==> src/rtl/branch_target_buffer.sv <==
// branch_target_buffer: direct-mapped BTB with 2-bit saturating direction
// counters. Lookup is combinational on if_pc. Training comes from the branch
// outcome that EX resolves.
// Optional feature macro: BTB_STATS_EN adds the branch/mispredict statistic
// counters and the ex_pre_right input.
module branch_target_buffer #(
    parameter int IDX_BITS = 4
) (
    input  logic        clk,
    input  logic        rst,
    input  logic        halt,
    input  logic [31:0] if_pc,
    output logic [31:0] pc_pre,
    output logic        pred_hit,
    input  logic [31:0] ex_pc,
    input  logic        ex_branch,
    input  logic [31:0] ex_next_pc
`ifdef BTB_STATS_EN
    ,
    input  logic        ex_pre_right,
    output logic [31:0] stat_branches,
    output logic [31:0] stat_mispredicts
`endif
);
    localparam int ENTRIES = 1 << IDX_BITS;
    localparam int TAG_W   = 30 - IDX_BITS;

    logic [ENTRIES-1:0] valid_q, valid_d;
    logic [TAG_W-1:0]   tag_q    [ENTRIES];
    logic [TAG_W-1:0]   tag_d    [ENTRIES];
    logic [31:0]        target_q [ENTRIES];
    logic [31:0]        target_d [ENTRIES];
    logic [1:0]         ctr_q    [ENTRIES];
    logic [1:0]         ctr_d    [ENTRIES];

    logic [IDX_BITS-1:0] lk_idx, up_idx;
    logic [TAG_W-1:0]    lk_tag, up_tag;
    logic                up_en, up_hit, taken;

    assign lk_idx = if_pc[IDX_BITS+1:2];
    assign lk_tag = if_pc[31:IDX_BITS+2];
    assign up_idx = ex_pc[IDX_BITS+1:2];
    assign up_tag = ex_pc[31:IDX_BITS+2];

    // Combinational lookup: only the counter MSB decides taken vs fall-through.
    always_comb begin
        pred_hit = valid_q[lk_idx] && (tag_q[lk_idx] == lk_tag);
        pc_pre   = (pred_hit && ctr_q[lk_idx][1]) ? target_q[lk_idx] : if_pc + 32'd4;
    end

    // Training: a taken hit reinforces and refreshes the target, a not-taken
    // hit weakens, a taken miss allocates weak-taken (overwriting any alias).
    always_comb begin
        up_en    = ex_branch && !halt;
        taken    = (ex_next_pc != (ex_pc + 32'd4));
        up_hit   = valid_q[up_idx] && (tag_q[up_idx] == up_tag);
        valid_d  = valid_q;
        tag_d    = tag_q;
        target_d = target_q;
        ctr_d    = ctr_q;
        if (up_en) begin
            if (up_hit) begin
                if (taken) begin
                    if (ctr_q[up_idx] != 2'b11) ctr_d[up_idx] = ctr_q[up_idx] + 2'd1;
                    target_d[up_idx] = ex_next_pc;
                end else if (ctr_q[up_idx] != 2'b00) begin
                    ctr_d[up_idx] = ctr_q[up_idx] - 2'd1;
                end
            end else if (taken) begin
                valid_d[up_idx]  = 1'b1;
                tag_d[up_idx]    = up_tag;
                target_d[up_idx] = ex_next_pc;
                ctr_d[up_idx]    = 2'b10;
            end
        end
    end

    // Table state; reset leaves every entry invalid and weak-not-taken.
    always_ff @(posedge clk or posedge rst) begin
        if (rst) begin
            valid_q <= '0;
            for (int i = 0; i < ENTRIES; i++) begin
                tag_q[i]    <= '0;
                target_q[i] <= '0;
                ctr_q[i]    <= 2'b01;
            end
        end else begin
            valid_q  <= valid_d;
            tag_q    <= tag_d;
            target_q <= target_d;
            ctr_q    <= ctr_d;
        end
    end

`ifdef BTB_STATS_EN
    logic [31:0] stat_branches_q, stat_branches_d;
    logic [31:0] stat_mispredicts_q, stat_mispredicts_d;

    // Saturating counters of resolved branches and of mispredictions.
    always_comb begin
        stat_branches_d    = stat_branches_q;
        stat_mispredicts_d = stat_mispredicts_q;
        if (up_en) begin
            if (stat_branches_q != 32'hFFFF_FFFF) stat_branches_d = stat_branches_q + 32'd1;
            if (!ex_pre_right && stat_mispredicts_q != 32'hFFFF_FFFF)
                stat_mispredicts_d = stat_mispredicts_q + 32'd1;
        end
    end

    // Statistic registers.
    always_ff @(posedge clk or posedge rst) begin
        if (rst) begin
            stat_branches_q    <= '0;
            stat_mispredicts_q <= '0;
        end else begin
            stat_branches_q    <= stat_branches_d;
            stat_mispredicts_q <= stat_mispredicts_d;
        end
    end

    assign stat_branches    = stat_branches_q;
    assign stat_mispredicts = stat_mispredicts_q;
`endif
endmodule

==> config.mk <==
export PLATFORM = sky130hd
export DESIGN_NAME = branch_target_buffer
export DESIGN_NICKNAME = d
export VERILOG_FILES = /design/src/rtl/branch_target_buffer.sv
export SDC_FILE = /design/constraint.sdc
export NUM_CORES = 2
export LEC_CHECK = 0
export ABC_AREA = 1
export BUFFER_PORTS_ARGS = -buffer_cell sky130_fd_sc_hd__buf_4
export CAP_MARGIN = 20
export CORE_ASPECT_RATIO = 0.9
export CORE_MARGIN = 5
export CORE_UTILIZATION = 40
export CTS_CLUSTER_SIZE = 16
export DETAILED_ROUTE_END_ITERATION = 6
export HOLD_SLACK_MARGIN = 0.1
export RECOVER_POWER = 100
export SYNTH_ARGS = -nofsm -noshare
export SYNTH_HDL_FRONTEND = slang
export SYNTH_SLANG_ARGS = --single-unit
==> constraint.sdc <==
create_clock -name clk -period 32.3 [get_ports clk]
set_input_delay 3.23 -clock clk [delete_from_list [all_inputs] [get_ports clk]]
set_output_delay 3.23 -clock clk [all_outputs]
set_load 0.1 [all_outputs]
* Word-level counts from Yosys, hierarchy flattened *
Index checks and enable logic that the tools add are counted.

storage, ports and cells
  register bits = 976
  input bits = 100
  output and inout bits = 33
  word-level logic and storage cells = 121

cells by class
  add/sub/neg operators = 4
  magnitude comparators = 6
  eq/ne operators = 5
  mux-type cells = 37
  bitwise gates (word level) = 7
  reductions and logical operators = 13

operators by type and width
  kind                                                                  number
  512-bit bitwise mux                                                   1
  416-bit bitwise mux                                                   1
  32-bit 2-to-1 mux                                                     9
  26-bit binary-select mux with 4-bit select                            2
  26-bit 2-to-1 mux                                                     5
  32-bit binary-select mux with 4-bit select                            1
  32-bit demux with 4-bit select                                        1
  26-bit demux with 4-bit select                                        1
  32-bit by 3-bit adder with 32-bit output, second input constant       2
  32-bit bitwise mux                                                    2
  26-bit == test                                                        2
  32-bit != test                                                        1
  16-bit bitwise OR                                                     2
  16-bit AND                                                            1
  2-bit binary-select mux with 4-bit select                             2
  16-bit NOT                                                            1
  5-bit greater-or-equal comparator, second input constant              2
  4-bit by 5-bit < comparator with 1-bit output, second input constant  2
  2-bit 2-to-1 mux                                                      5
  4-bit NOT with 5-bit output                                           2
  1-bit binary-select mux with 4-bit select                             2
  2-bit demux with 4-bit select                                         1
  1-bit logical AND                                                     6
  2-bit nonzero test                                                    3
  13 further kinds                                                      15

* Logic depth before layout (Yosys ltp) *
  depth in word-level cells = 9
  depth in mapped cells = 27
  depth with buffers taken out = 20

* Least setup slack after synthesis *
OpenSTA, ideal clock, no wires.

  path type = input to output
  start = input port if_pc[2]
  end = output port pc_pre[19]
  arrival = 7.219 ns
  slack = 21.851 ns
  cell stages on the path = 17
  cell sequence = buf_4 > inv_2 > buf_2 > buf_2 > buf_2 > nor2_1 > o21ai_0 > nand2_1 > nand3_1 > xor2_1 > nand2_1 > nor2_1 > nand2_1 > nor2_1 > nand3_1 > clkbuf_1 > o21ai_0

between the ends
  cells in the longest elaborated chain, start to end = 8
  elaborated cells between the ends (all ways) = 17

RTL lines
  what                                                   RTL line  RTL
  start, declared                                        12        input logic [31:0] if_pc,
  4-bit NOT with 5-bit output (not written as such)      47, 48
  26-bit binary-select mux with 4-bit select             47        pred_hit = valid_q[lk_idx] && (tag_q[lk_idx] == lk_tag);
  26-bit 2-to-1 mux (not written as such) (2 in series)  47
  26-bit == test                                         47
  1-bit logical AND                                      47
  1-bit logical AND                                      48        pc_pre = (pred_hit && ctr_q[lk_idx][1]) ? target_q[lk_idx] : if_pc + 32'd4;
  32-bit 2-to-1 mux *                                    48
  end, declared                                          13        output logic [31:0] pc_pre,

Every way passes the cells marked *; elsewhere a longest branch is shown, timed or not. The select of a mux whose other input is x is not followed.

* Worst setup path after layout *
  start = input port if_pc[2]
  end = output port pc_pre[28]

Same word-level chain as after synthesis.

==> results.md <==
- Core footprint: 135000 um2
- Storage cell area: 24400 um2
- Die Ht: 360 um
- Ys Warns: 0
- H-tree lvl count: 3
- Max transition margin: -471%
- Initial Util: 40.2%
- Least-Margin Pin Slew: 8560 ps
- Final min period: 20040 ps
- CP Buf/Inv Count: 6
- Initial antenna violation count: 21
- Row count: 128
- Max Cap Violations: 57
- Die area: 143000 um2
- Non-Filler Instances: 9305
- FILL cells: 13900
- Num ports: 133
- Worst slack, placed: 20380 ps
- CP max stage delay: 3000 ps
- Pin count of the biggest net entering global routing: 190
- Worst-Skew Late Latency: 730 ps
- Final hold vios: 0
- Total CTS buffers: 111
- Antenna viol nets, final: 0
- Seq/Total Area, Yosys: 45.0%
- Synth Cell Area: 54300 um2
- Cells after Synth: 7649
- Clk sink count: 976
- Resized cells post-CTS: 0
- Routed Wire Length: 209000 um
- DRC viols: 0
- DR iter-0 viols: 7141
- Area of the multi-input gates: 23700 um2
- Setup TNS: 0 ps
- Hold Worst Slack: 464 ps
- Startpoint types: input port
- Failing checks: capacitance limit, slew limit
- First drt pass iteration count: 6
- Cell Chain, Critical Path: buf_8 > clkinvlp_2 > clkbuf_1 > clkbuf_1 > a21oi_1 > o21ai_0 > nand3_1 > nand3_1 > nand2_1 > nand2_1 > o21ai_0 > nor2_1 > nand2_1 > nor2_1 > inv_1 > nor2_1 > nand3_1 > o21ai_0 > clkbuf_1
- Commonest non-fill, non-tap cells in the layout: nand2_1 (2219), o21ai_0 (1383), dfrtp_1 (960), inv_1 (867), a21oi_1 (522)
- Gr ovfl total: 0
- CP top delay family: buffers and inverters
- Path type of the worst min-delay path: flop to flop
- Syn_nets: 7756
- Syn avg cell area: 7.10 um2
- Yosys reg bits: 976
- Leakage power total: 28.5 nW
- Unrepaired setup endpoints after global routing: false
- Peak Freq: 0.0499 GHz
- IO buf count: 132
- Critical path peak fanout: 102
- Crit path kind: input port to output pin
- NumNets Final: 7496
- Vias in the first global route: 46500
- Status: finished with violations
- CTS Buffer Depth: 3
- Post-synth cell types: 44
- CTS Hold Buffers Added: 0
- Layout cells sized above 1: 5.19%
- Placed Cells: 9093
- First-pass GRT wire length: 310000 um
- CTS tree: done
- Final Wtd Congestion: 0.942
- Most common cell after layout, fill and taps aside: nand2_1
- Area growth syn-to-layout: 8.83%
- Postcts setup bufs: 0
- CP endpoint kind: output pin
- Routed WL per cell: 22.5 um
- Largest vdd supply drop: 0.0000445 V
- Skew final: 35.0 ps
- Pins Over Slew Limit: 3346
- Ratio of final minimum period to clock period: 62.0%
- Final setup viols: 0
- Slowest cell on crit path: clkbuf_1
- Clock-pin slew on the worst setup and hold paths: 60 ps
- Required @ worst endpoint: 29070 ps
- Pwr dens: 60.9 nW/um2
- Vias: 51600
- Final WS setup: 12260 ps
- Width of the die: 398 um
- HPWL after DPL: 124000 um
- Vias/cell: 5.55
- GRT Overall Usage: 28.4%
- Worst Path Arrival: 16810 ps
- Root buffer cell: clkbuf_16
-- registers in the layout (all words and copies together), names as in the netlist --
register,flops
target_q,512
ctr_q,32
tag_q,416
valid_q,16
-- worst register-to-register path: stages, from the launching register on --
cell      delay [ps]
dfrtp_1          380
inv_1             70
nand2_1           50
nand3_1          260
nand2_1          100
nand2_1           60
nand2_1           60
nor2_1           490
nor2_1           120
inv_1             90
nand4_1           80
nor2_1           130
nand2_1           80
nor2_2           380
nand2_4          350
buf_4            350
buf_4            320
nand2_2          130
clkbuf_1        2180
o21ai_0          330
-- kinds of logic after synthesis --
| family | count (synthesis) | synth area share (%) |
|---|---|---|
| buffers and inverters | 1486 | 11.1 |
| flip-flops | 976 | 45.0 |
| XOR/XNOR | 68 | 1.10 |
| AO/OA/AOI/OAI | 2027 | 19.3 |
| adder cells (fa/ha/maj) | 7 | 0.161 |
| AND/OR/NAND/NOR | 3085 | 23.4 |
-- cell usage after synthesis (all sizes together) --
cell    number  area (um2)
nand2     2224        8450
o21ai     1395        6980
dfrtp      960       24000
inv        882        3310
a21oi      523        2620
nand3      452        2280
clkbuf     328        1230
nor2       312        1220
buf        269        1450
nand4       54         338
xor2        48         420
o211ai      42         315
a311oi      32         280
nor3        28         290
xnor2       20         175
dfstp       16         420
o21a        16         120
o21bai      11        82.6
clkinv       7        26.3
ha           7        87.6
and2         6        37.5
nand3b       5        41.3
a221oi       4        35.0
o22ai        4        25.0
and3         1        6.26
nor3b        1        7.51
nor4         1        12.5
or2          1        6.26
-- power breakdown --
part | switching [mW] | internal [mW]
clock | 0.547 | 0.773
sequential | 0.121 | 1.47
combinational | 0.464 | 0.219
total | 1.13 | 2.47
-- metrics by stage --
stage	total power [mW]	area (um2)	util, %
3_5_place_dp	2.28	55800	41.3
6_report	3.60	59100	43.7
5_1_grt	3.78	59100	43.7
4_1_cts	3.60	59600	44.1
3_3_place_gp	2.26	55800	41.3
2_1_floorplan	2.08	54300	-
-- area by class of cell --
class	instances	share of cell area, %
tap	1820	3.85
multi-input combinational	5187	40.1
timing repair buffer	224	2.52
inverter	889	5.68
sequential	976	41.4
clock buffer	172	5.65
antenna	9	0.0381
clock inverter	28	0.750
-- layer usage --
metal | up-vias | wire (um) | GRT usage, %
li1 | 23900 | - | -
met1 | 24600 | 90700 | 42.2
met2 | 2665 | 85900 | 40.4
met3 | 383 | 25700 | 7.85
met4 | 18 | 6900 | 8.26
met5 | - | 122 | 0
-- worst paths after layout --
check | startpoint | endpoint | slack (ps) | cells after the start
min | ctr_q[30]$_DFFE_PP1P_ | ctr_q[30]$_DFFE_PP1P_ | 460 | 2
max reg2reg | tag_q[369]$_DFFE_PP0P_ | tag_q[173]$_DFFE_PP0P_ | 26010 | 19
max in group asynchronous | rst | tag_q[252]$_DFFE_PP0P_ | 13850 | 5
min reg2reg | ctr_q[30]$_DFFE_PP1P_ | ctr_q[30]$_DFFE_PP1P_ | 460 | 2
min in group asynchronous | rst | target_q[238]$_DFFE_PP0P_ | 3950 | 2
max | if_pc[2] | pc_pre[28] | 12260 | 19
(Power assumes the default switching activity.)
